===== src/rtl/exec_muldiv_ctrl_pkg.sv =====
// Shared definitions for the iterative multiply/divide sequencer.
//  - MD_* op codes (same encoding the decoder uses)
//  - FSM state encoding
//  - per-op context latched at accept
//  - op classification helpers (is_md is shared with the decoder)
package exec_muldiv_ctrl_pkg;

   localparam logic [4:0] MD_MUL   = 5'h10;
   localparam logic [4:0] MD_MULH  = 5'h11;
   localparam logic [4:0] MD_MULHU = 5'h12;
   localparam logic [4:0] MD_DIV   = 5'h13;
   localparam logic [4:0] MD_DIVU  = 5'h14;
   localparam logic [4:0] MD_REM   = 5'h15;
   localparam logic [4:0] MD_REMU  = 5'h16;

   typedef enum logic [1:0] {
      ST_IDLE = 2'd0,
      ST_CALC = 2'd1,
      ST_FIX  = 2'd2,
      ST_DONE = 2'd3
   } md_state_e;

   // Everything about the op that must survive past the accept cycle.
   typedef struct packed {
      logic [4:0] op;
      logic       s1_neg;   // remainder / low-word sign
      logic       neg_q;    // product / quotient sign (s1 ^ s2)
      logic       dz;       // divisor was zero
      logic       ovf;      // signed INT_MIN / -1
      logic [4:0] dst;
   } md_ctx_t;

   function automatic logic is_md(input logic [4:0] op);
      return (op >= MD_MUL) && (op <= MD_REMU);
   endfunction

   function automatic logic is_div(input logic [4:0] op);
      return (op >= MD_DIV) && (op <= MD_REMU);
   endfunction

   // MUL is treated as signed: magnitude multiply plus sign fix gives the
   // same low word, so it shares the MULH path.
   function automatic logic is_signed(input logic [4:0] op);
      return (op == MD_MUL) || (op == MD_MULH) || (op == MD_DIV) || (op == MD_REM);
   endfunction

endpackage


===== src/rtl/exec_muldiv_ctrl_if.sv =====
// Pipeline <-> mul/div sequencer bundle.
//  master : ID/EX side, drives the op and flush, observes stall/result
//  slave  : the sequencer
interface exec_muldiv_ctrl_if #(parameter int XLEN = 32) ();

   logic            start_i;
   logic [4:0]      aluop_i;
   logic [XLEN-1:0] src1_i;
   logic [XLEN-1:0] src2_i;
   logic [4:0]      dst_i;
   logic            flush_i;
   logic            busy_o;
   logic            stall_o;
   logic            done_o;
   logic [XLEN-1:0] result_o;
   logic [4:0]      dst_o;
   logic            div_zero_o;
   logic            overflow_o;

   modport master (
      output start_i, aluop_i, src1_i, src2_i, dst_i, flush_i,
      input  busy_o, stall_o, done_o, result_o, dst_o, div_zero_o, overflow_o
   );

   modport slave (
      input  start_i, aluop_i, src1_i, src2_i, dst_i, flush_i,
      output busy_o, stall_o, done_o, result_o, dst_o, div_zero_o, overflow_o
   );

endinterface


===== src/rtl/md_iter_core.sv =====
// One radix-2 iteration of the mul/div datapath, purely combinational.
//  mode_div : 0 = shift-add multiply, 1 = restoring divide
//  acc_i    : mul {partial hi, multiplier lo}; div {remainder, quotient/dividend}
//  opnd_i   : multiplicand (mul) or divisor (div), magnitudes only
//  acc_o    : accumulator after this iteration
module md_iter_core #(
   parameter int XLEN = 32
) (
   input  logic              mode_div,
   input  logic [2*XLEN-1:0] acc_i,
   input  logic [XLEN-1:0]   opnd_i,
   output logic [2*XLEN-1:0] acc_o
);

   logic [XLEN:0]   sum;      // hi + multiplicand, carry kept for the shift
   logic [XLEN:0]   shl;      // remainder shifted left with next dividend bit
   logic [XLEN-1:0] rem_sub;
   logic            ge;

   always_comb begin
      sum     = {1'b0, acc_i[2*XLEN-1:XLEN]} + (acc_i[0] ? {1'b0, opnd_i} : '0);
      shl     = {acc_i[2*XLEN-1:XLEN], acc_i[XLEN-1]};
      ge      = shl >= {1'b0, opnd_i};
      // When ge holds the true difference is < divisor, so XLEN bits suffice.
      rem_sub = shl[XLEN-1:0] - opnd_i;
      if (!mode_div)
         acc_o = {sum, acc_i[XLEN-1:1]};
      else if (ge)
         acc_o = {rem_sub, acc_i[XLEN-2:0], 1'b1};
      else
         acc_o = {shl[XLEN-1:0], acc_i[XLEN-2:0], 1'b0};
   end

endmodule


===== src/rtl/exec_muldiv_ctrl.sv =====
// Sequencer for the iterative multiply/divide unit beside the EX-stage ALU.
// Accepts one MD_* op, iterates XLEN cycles on magnitudes, sign-fixes in FIX,
// then presents a registered result for one DONE cycle.
//  clk, rst_n : clock, synchronous active-low reset
//  bus        : slave side of exec_muldiv_ctrl_if (op in, stall/result out)
module exec_muldiv_ctrl
   import exec_muldiv_ctrl_pkg::*;
#(
   parameter int XLEN  = 32,
   parameter int CNT_W = 6
) (
   input  logic                clk,
   input  logic                rst_n,
   exec_muldiv_ctrl_if.slave   bus
);

   localparam logic [CNT_W-1:0] LAST    = CNT_W'(XLEN - 1);
   localparam logic [XLEN-1:0]  INT_MIN = {1'b1, {(XLEN-1){1'b0}}};

   md_state_e         state_q, state_d;
   logic [CNT_W-1:0]  cnt_q;
   logic [2*XLEN-1:0] acc_q, acc_nxt, prod;
   logic [XLEN-1:0]   opnd_q;
   md_ctx_t           ctx_q;

   logic            accept, s1_neg, s2_neg, op_div, dz, ovf;
   logic [XLEN-1:0] abs1, abs2, quo, rem_raw, rem, res_fix;

   // Operand preparation for the accept cycle.
   always_comb begin
      s1_neg = is_signed(bus.aluop_i) & bus.src1_i[XLEN-1];
      s2_neg = is_signed(bus.aluop_i) & bus.src2_i[XLEN-1];
      abs1   = s1_neg ? -bus.src1_i : bus.src1_i;
      abs2   = s2_neg ? -bus.src2_i : bus.src2_i;
      op_div = is_div(bus.aluop_i);
      dz     = op_div && (bus.src2_i == '0);
      // INT_MIN / -1 needs no special datapath: |INT_MIN| / 1 with positive
      // sign already yields INT_MIN and remainder 0. Only the flag is extra.
      ovf    = ((bus.aluop_i == MD_DIV) || (bus.aluop_i == MD_REM)) &&
               (bus.src1_i == INT_MIN) && (bus.src2_i == '1);
      accept = (state_q == ST_IDLE) && bus.start_i && is_md(bus.aluop_i) && !bus.flush_i;
   end

   md_iter_core #(.XLEN(XLEN)) u_core (
      .mode_div (is_div(ctx_q.op)),
      .acc_i    (acc_q),
      .opnd_i   (opnd_q),
      .acc_o    (acc_nxt)
   );

   // Sign fix-up and word select, registered on FIX -> DONE.
   always_comb begin
      prod    = ctx_q.neg_q ? -acc_q : acc_q;
      quo     = ctx_q.dz ? '1 : (ctx_q.neg_q ? -acc_q[XLEN-1:0] : acc_q[XLEN-1:0]);
      // With a zero divisor no iterations ran, so the dividend magnitude is
      // still in the low half; restoring its sign gives back src1.
      rem_raw = ctx_q.dz ? acc_q[XLEN-1:0] : acc_q[2*XLEN-1:XLEN];
      rem     = ctx_q.s1_neg ? -rem_raw : rem_raw;
      case (ctx_q.op)
         MD_MUL:           res_fix = prod[XLEN-1:0];
         MD_MULH, MD_MULHU: res_fix = prod[2*XLEN-1:XLEN];
         MD_DIV, MD_DIVU:  res_fix = quo;
         default:          res_fix = rem;
      endcase
   end

   always_comb begin
      state_d     = state_q;
      bus.busy_o  = (state_q != ST_IDLE);
      bus.stall_o = 1'b0;
      bus.done_o  = 1'b0;
      case (state_q)
         ST_IDLE: if (accept) begin
            bus.stall_o = 1'b1;
            state_d     = dz ? ST_FIX : ST_CALC;
         end
         ST_CALC: if (bus.flush_i) state_d = ST_IDLE;
            else begin
               bus.stall_o = 1'b1;
               if (cnt_q == LAST) state_d = ST_FIX;
            end
         ST_FIX: if (bus.flush_i) state_d = ST_IDLE;
            else begin
               bus.stall_o = 1'b1;
               state_d     = ST_DONE;
            end
         ST_DONE: begin
            bus.done_o = !bus.flush_i;
            state_d    = ST_IDLE;
         end
         default: state_d = ST_IDLE;
      endcase
   end

   always_ff @(posedge clk) begin
      if (!rst_n) begin
         state_q        <= ST_IDLE;
         cnt_q          <= '0;
         acc_q          <= '0;
         opnd_q         <= '0;
         ctx_q          <= '0;
         bus.result_o   <= '0;
         bus.dst_o      <= '0;
         bus.div_zero_o <= 1'b0;
         bus.overflow_o <= 1'b0;
      end else begin
         state_q <= state_d;
         case (state_q)
            ST_IDLE: if (accept) begin
               ctx_q  <= '{op: bus.aluop_i, s1_neg: s1_neg, neg_q: s1_neg ^ s2_neg,
                           dz: dz, ovf: ovf, dst: bus.dst_i};
               // mul: multiplier in low half; div: dividend in quotient half
               acc_q  <= {{XLEN{1'b0}}, op_div ? abs1 : abs2};
               opnd_q <= op_div ? abs2 : abs1;
               cnt_q  <= '0;
            end
            ST_CALC: begin
               acc_q <= acc_nxt;
               cnt_q <= (bus.flush_i || cnt_q == LAST) ? '0 : cnt_q + 1'b1;
            end
            ST_FIX: if (!bus.flush_i) begin
               bus.result_o   <= res_fix;
               bus.dst_o      <= ctx_q.dst;
               bus.div_zero_o <= ctx_q.dz;
               bus.overflow_o <= ctx_q.ovf;
            end
            default: ;
         endcase
      end
   end

endmodule

===== src/flat_wrapper.sv =====
// flat-port wrapper written by rule: the top's interface ports become plain ports
module exec_muldiv_ctrl_flat import exec_muldiv_ctrl_pkg::*;
#(
   parameter int XLEN  = 32,
   parameter int CNT_W = 6
)
  (clk, rst_n, bus_start_i, bus_aluop_i, bus_src1_i, bus_src2_i, bus_dst_i, bus_flush_i, bus_busy_o, bus_stall_o, bus_done_o, bus_result_o, bus_dst_o, bus_div_zero_o, bus_overflow_o);
  exec_muldiv_ctrl_if #(.XLEN(XLEN)) bus_i ();
  input  logic clk;
  input  logic rst_n;
  input wire logic [$bits(bus_i.start_i)-1:0] bus_start_i;
  input wire logic [$bits(bus_i.aluop_i)-1:0] bus_aluop_i;
  input wire logic [$bits(bus_i.src1_i)-1:0] bus_src1_i;
  input wire logic [$bits(bus_i.src2_i)-1:0] bus_src2_i;
  input wire logic [$bits(bus_i.dst_i)-1:0] bus_dst_i;
  input wire logic [$bits(bus_i.flush_i)-1:0] bus_flush_i;
  output wire logic [$bits(bus_i.busy_o)-1:0] bus_busy_o;
  output wire logic [$bits(bus_i.stall_o)-1:0] bus_stall_o;
  output wire logic [$bits(bus_i.done_o)-1:0] bus_done_o;
  output wire logic [$bits(bus_i.result_o)-1:0] bus_result_o;
  output wire logic [$bits(bus_i.dst_o)-1:0] bus_dst_o;
  output wire logic [$bits(bus_i.div_zero_o)-1:0] bus_div_zero_o;
  output wire logic [$bits(bus_i.overflow_o)-1:0] bus_overflow_o;
  assign bus_i.start_i = bus_start_i;
  assign bus_i.aluop_i = bus_aluop_i;
  assign bus_i.src1_i = bus_src1_i;
  assign bus_i.src2_i = bus_src2_i;
  assign bus_i.dst_i = bus_dst_i;
  assign bus_i.flush_i = bus_flush_i;
  assign bus_busy_o = bus_i.busy_o;
  assign bus_stall_o = bus_i.stall_o;
  assign bus_done_o = bus_i.done_o;
  assign bus_result_o = bus_i.result_o;
  assign bus_dst_o = bus_i.dst_o;
  assign bus_div_zero_o = bus_i.div_zero_o;
  assign bus_overflow_o = bus_i.overflow_o;
  exec_muldiv_ctrl #(.XLEN(XLEN), .CNT_W(CNT_W)) u_core (.clk(clk), .rst_n(rst_n), .bus(bus_i));
endmodule

===== config.mk =====
export PLATFORM = sky130hd
export DESIGN_NAME = exec_muldiv_ctrl_flat
export DESIGN_NICKNAME = d
export VERILOG_FILES = /design/src/rtl/exec_muldiv_ctrl_pkg.sv /design/src/rtl/exec_muldiv_ctrl_if.sv /design/src/rtl/md_iter_core.sv /design/src/rtl/exec_muldiv_ctrl.sv /design/src/flat_wrapper.sv
export SDC_FILE = /design/constraint.sdc
export NUM_CORES = 1
export LEC_CHECK = 0
export CORE_ASPECT_RATIO = 0.5
export CORE_MARGIN = 1
export CORE_UTILIZATION = 55
export DETAILED_ROUTE_END_ITERATION = 8
export GPL_TIMING_DRIVEN = 0
export PLACE_DENSITY = 0.84
export SYNTH_ARGS = -nofsm -noshare
export SYNTH_HDL_FRONTEND = slang
export SYNTH_SLANG_ARGS = --single-unit

===== constraint.sdc =====
create_clock -name clk -period 5.3 [get_ports clk]
set_input_delay 1.06 -clock clk [delete_from_list [all_inputs] [get_ports clk]]
set_output_delay 1.06 -clock clk [all_outputs]
set_load 0.05 [all_outputs]

* After elaboration in Yosys (flattened, before gate mapping)
Index checks and enable logic that the tools add are counted.
** Operators by class
- Add/sub/neg operators :: 8
- Order comparisons :: 6
- Equality and inequality tests :: 17
- Multiplexer cells :: 28
- Bitwise operators :: 4
- Reductions and logical operators :: 26
** Operators by type and width (count)
- $mux 32 :: 9
- $mux 64 :: 4
- $neg 32->32 :: 4
- $pmux 64 s2 :: 1
- $pmux 32 s3 :: 1
- $eq 32x32->1 const B :: 2
- $neg 64->64 :: 1
- $eq 5x5->1 const B :: 9
- $add 32x33->33 :: 1
- $ge 33x32->1 :: 1
- $logic_not 32->1 :: 1
- $sub 32x32->32 :: 1
- $ge 5x5->1 const B :: 3
- $mux 6 :: 2
- $pmux 6 s2 :: 1
- $le 5x5->1 const B :: 2
- $mux 2 :: 5
- $logic_and 1x1->1 :: 9
- $pmux 2 s4 :: 1
- $reduce_and 2->1 :: 4
- $add 6x1->6 const B :: 1
- $eq 6x5->1 const B :: 1
- $reduce_or 2->1 :: 3
- $logic_or 1x1->1 :: 5
- other kinds (12) :: 17
** Word-level totals
- Flip-flop bits (word level) :: 157
- Input bits :: 78
- Output and inout port bits :: 42
- Word-level logic and storage cells :: 103

* Longest topological paths before layout
- Depth in word-level cells :: 9
- Depth in mapped cells :: 16
- Mapped depth without buffers :: 13

* By module
Synthesis repeated with hierarchy kept, for this count alone.
** Second synthesis, totals
- Cells, all modules :: 2242
- Area, all modules :: 16392.0 um^2
** Modules (own cells, without submodules)
- exec_muldiv_ctrl :: times used 1, cells an instance 1571, area each 11693.7 um^2, seq. area each 3143.0 um^2
- md_iter_core :: times used 1, cells an instance 671, area each 4698.3 um^2, seq. area each 0.0 um^2

* Worst setup path before layout
No wires, ideal clock.
- Path type :: register -> register
- Start :: register u_core.ctx_q[6] in the netlist's numbering
- End :: register u_core.bus.result_o[28]
- Setup time :: 116 ps
- Arrival :: 4092 ps
- Required time :: 5184 ps
- Setup slack :: 1092 ps
- Cell stages (with the launch flop) :: 17
- Buffers on the path :: 6
- Period minus slack after synthesis :: 4208 ps
- Cells stage by stage :: dfxtp_1 clkbuf_1 buf_1 buf_1 buf_1 clkbuf_1 buf_1 mux2i_1 ha_1 o221ai_1 nor2_1 nand4_1 o41ai_1 xnor2_1 o221ai_1 a21oi_1 nor2_1
** Between the ends
- Word-level cells in the longest chain between the ends :: 4
** RTL lines
- start: declaration :: RTL line exec_muldiv_ctrl.sv:24 : md_ctx_t ctx_q;
- start signal: assignment :: RTL line exec_muldiv_ctrl.sv:110 : ctx_q <= '{op: bus.aluop_i, s1_neg: s1_neg, neg_q: s1_neg ^ s2_neg,
- $mux 32 :: RTL line exec_muldiv_ctrl.sv:57 : rem_raw = ctx_q.dz ? acc_q[XLEN-1:0] : acc_q[2*XLEN-1:XLEN];
- $neg 32->32 :: RTL line exec_muldiv_ctrl.sv:58 : rem = ctx_q.s1_neg ? -rem_raw : rem_raw;
- $mux 32 :: RTL line exec_muldiv_ctrl.sv:58
- $pmux 32 s3 * :: RTL line exec_muldiv_ctrl.sv:59 : case (ctx_q.op)
- end signal: assignment :: RTL line exec_muldiv_ctrl.sv:122 : bus.result_o <= res_fix;
- end: declaration :: RTL line exec_muldiv_ctrl_if.sv:27 : output busy_o, stall_o, done_o, result_o, dst_o, div_zero_o, overflow_o
Every way passes the cells marked *; elsewhere a longest branch is shown, timed or not.
A chain may end at the register's enable or synchronous reset.

* Worst setup path after layout
- Start :: register u_core.ctx_q[6] in the netlist's numbering
- End :: register u_core.bus.result_o[24]
Same word-level chain as after synthesis.

==> impl_summary.md <==
Synth
The average cell area after synthesis is between 6 and 7 µm². The dominant cell type by area after synthesis is dfxtp_1. The synthesized netlist occupies a cell area of between 15000 and 20000 µm².

The proportion of netlist area held by the largest area contributor is 20.5%. The synthesized netlist devotes between 20% and 30% of its cell area to compound gates. The number of nets produced by synthesis is 2354.

The most common cell in the netlist is nand2_1. Of the post-synthesis cell area, the part taken by muxes is between 4 and 5%. In this run, synthesis produced a sequential element count of roughly 160. The count of yosys warnings during synthesis is 0. The dominant combinational cell family by area after synthesis is compound AO/OA/AOI/OAI gates. Summing the areas of all xor and xnor instances in the mapped netlist gives 11.9% of the synthesized area. The fraction of the mapped netlist area in simple logic gates is between 20% and 30%. By count the netlist is led by 286 x nand2_1, 213 x a21oi_1, 207 x nor2_1. Yosys mapped a number of flops with a built-in enable equal to 0. In the synthesized netlist the async set-or-reset flop fraction comes to 0%. The share of the yosys chip area belonging to registers is between 20% and 30%. Ranked by total cell area, the synthesized netlist is headed by dfxtp_1 20%, nand2_1 7.0%, a21oi_1 6.9%.

The cell count after synthesis is 2198. The synthesized netlist devotes roughly 6.5% of its cell area to adder and majority cells. The synthesized netlist contains between 70 and 80 unique library cells.

For this run, the leading register cell type out of synthesis is dfxtp_1.

Global route
Entering global routing, the biggest net connects 22 pins. The aggregate global-route resource usage is between 40% and 50%. The initial antenna violation count came to 0. The number of global-route vias before repair was about 16000. The overall overflow remaining after global route is 0. The global-route wire length before repair is about 100000 µm.

CTS
The clock insertion delay at the later pin of the skew report is ~470 ps. CTS saw between 150 and 200 sinks. The clock tree root driver cell is clkbuf_16.

The clock passes through at most 2 buffers. The number of buffers created by CTS is 17. The hold-fix buffer count after cts is 0. The H-tree depth is 4. The clock tree from TritonCTS is done. After clock tree synthesis, the clock-pin slew on the worst setup and hold paths is 80 ps.

Finish
The antenna cell count is 0. At the end of the flow, the number of nets in the layout was 2491. Of the cells placed in the final design, the portion with a size suffix greater than 1 is around 3.2%. The final core utilization is around two thirds.

The area growth from synthesis to layout is 15.1%.

Critical path
The critical path arrival is about 5500 ps. The maximum fanout count along the critical path is 19. STA classifies the critical path endpoint as a flop. The critical path data required time is approximately 5700 ps. The element type at the critical path start is a flop. The type of the setup path with the least slack is reg -> reg.

STA
Setup repair after global routing left no endpoint under its margin. The number of failing hold endpoints at the final stage is 0. The number of pins with negative max-slew slack in the final report is 0. The transition time at the pin with the least slew margin is roughly 1500 ps. The final worst hold slack is around 450 ps. The worst pin sits at a relative slew slack of less than 1%. Setup violations remaining at the end of the flow were counted as 0. Across the routed clock network, the largest skew measured is approximately 16 ps. Based on the critical path, the design can be clocked at up to roughly 190 MHz. The portion of the clock cycle consumed by the worst path in the final layout is 96.9%. Counting I/O delays and the setup requirement, the final critical path takes slightly above 5000 ps.

Run status
The flow ran to the end, but the final reports show violations. The final reports fail on capacitance limit.

Placed design
The placer congestion estimate is 1.09. During placement, the flow inserted port buffers numbering roughly 120. The half-perimeter wire length after detailed placement is roughly 52000 µm.

Routing
Wire segments on met2 add up to about 25000 µm in the final route. The violation count after the first detailed-routing iteration is ~2300. For this block, the routed nets add up to roughly 66000 µm of wire. The routed design uses 11100 µm of met3 wire. The post-detailed-route count of antenna-violating nets is 0.

After detailed routing, the average wire length per cell comes to ~24 µm. For this run, design rule violations remaining after detail routing come to 0. The detailed-routing iteration count for the pre-antenna-repair pass is 9. After detailed routing, the wire length on met1 is about 27000 µm. The post-detailed-route via-to-cell ratio is about 6.6. The top layer used by detailed routing is met4.

The detailed router placed 18100 vias in this run.

Hold path
The path class of the tightest hold or removal check is reg -> reg.

Floorplan
In this run the core area contains 42 standard-cell rows. During I/O placement, the number of pins put on the boundary was 120. For this configuration, the core starts out at a cell density of a little under three fifths. The floorplan step defined a die boundary enclosing 28600 µm². The horizontal die dimension is about 240 µm. The total area inside the core boundary comes to between 20000 and 30000 µm². The die span in y is roughly 120 µm.

Power
The ratio of total power to cell area is between 200 and 300 nW/µm². The power after layout is roughly 0.0048 W. The static leakage power is ~6.7 nW. VDD sags by at most about 290 µV.

Run
Across the run, the number of max-cap violations was 1.
[final cells by class]
type | count | area (µm²)
repair buffers | 120 | 1200
inverters | 76 | 285
fillers | 2482 | 9240
flip-flops and latches | 157 | 3140
multi-input cells | 1797 | 11300
plain buffers | 166 | 647
clock inverters | 15 | 224
clock buffers | 17 | 425
well taps | 374 | 468
[flip-flops by register name, indices dropped and copies added, names as in the netlist]
signal	flops
u_core.cnt_q	6
u_core.bus.div_zero_o	1
u_core.bus.result_o	32
u_core.bus.overflow_o	1
u_core.opnd_q	32
u_core.state_q	2
u_core.ctx_q	14
u_core.bus.dst_o	5
u_core.acc_q	64
[logic make-up (layout without fill, tap and decap cells)]
group                    after synthesis  in the layout
flip-flops                           157            157
multiplexers                          64             64
adder cells (fa/ha/maj)               79             79
buffers and inverters                244            394
XOR/XNOR                             209            209
AO/OA/AOI/OAI                        679            679
AND/OR/NAND/NOR                      766            766
[what timing repair did]
action / in CTS / in global routing
gates cloned: 0 / 0
setup buffers: 0 / 0
gates resized for setup: 3 / 1
setup endpoints to repair: 12 / 1
[cell usage in the layout (no fill, tap or decap), types with 7 or more instances in the layout]
cell             count
o41ai_1             14
and3_1              11
a22oi_1             13
a221oi_1             8
nand4_1             27
a221o_1              7
o21ai_0            179
mux2_2               7
a211oi_1            39
mux2i_1             57
clkdlybuf4s50_1    119
or3_1               24
a21o_1              16
o221a_2              7
clkbuf_1           147
or2_2               10
dfxtp_1            157
nand3_1             49
and2_1               7
xnor2_1            106
inv_1               75
or4_1               13
a31oi_1             14
nor3_1              52
buf_1               12
clkbuf_16           17
clkinv_8             7
a21oi_1            213
ha_1                76
o21bai_1            11
o221ai_1            29
nor4_1              14
o211ai_1            32
nand2_1            286
xor2_1             103
o31ai_1             41
nand2b_1            21
nor3b_1              8
nor2_1             207
nor2b_1             18
[critical path, cell delays in order (launching register included)]
cell and delay, ps:
dfxtp_1 680, buf_2 400, buf_1 470, clkbuf_4 460, buf_2 370, mux2i_1 320, ha_1 240, o221ai_1 370
or2_2 470, nor2_1 290, nand4b_1 140, nand2_1 100, xnor2_1 200, o221ai_1 220, o221a_2 300
[final timing paths]
kind	startpoint	end	slack (ps)	cells past startpoint
setup reg to reg	u_core.ctx_q[6]	u_core.bus.result_o[24]	160	14
hold reg to reg	u_core.opnd_q[18]	u_core.opnd_q[18]	450	2
setup / recovery	u_core.ctx_q[6]	u_core.bus.result_o[24]	160	14
hold / removal	u_core.opnd_q[18]	u_core.opnd_q[18]	450	2
[per-stage QoR]
stage                     worst slack, ps  instance area, µm²  TNS [ps]  std cells
after floorplan                      1090               15300         0       2198
after CTS                             292               17700         0       2722
after global routing                 84.5               17700         0       2722
after global placement               -978               17000    -11580       2691
final                                 163               17700         0       2722
after detailed placement             -828               17000     -5970       2692
[metal layers]
| metal | up-vias | GRT usage (%) |
|---|---|---|
| met5 | - | 0 |
| met4 | 0 | 16.8 |
| met3 | 188 | 19.6 |
| met2 | 1318 | 62.3 |
| met1 | 8426 | 62.6 |
| li1 | 8160 | - |
[power by group]
group	total, W	switching [W]	internal [W]	leakage [nW]
Sequential	0.00134	0.0000875	0.00125	1.27
Clock	0.00135	0.000687	0.000663	0.309
Combinational	0.00207	0.00144	0.000629	5.09
Power figures use the tool's default switching activity.
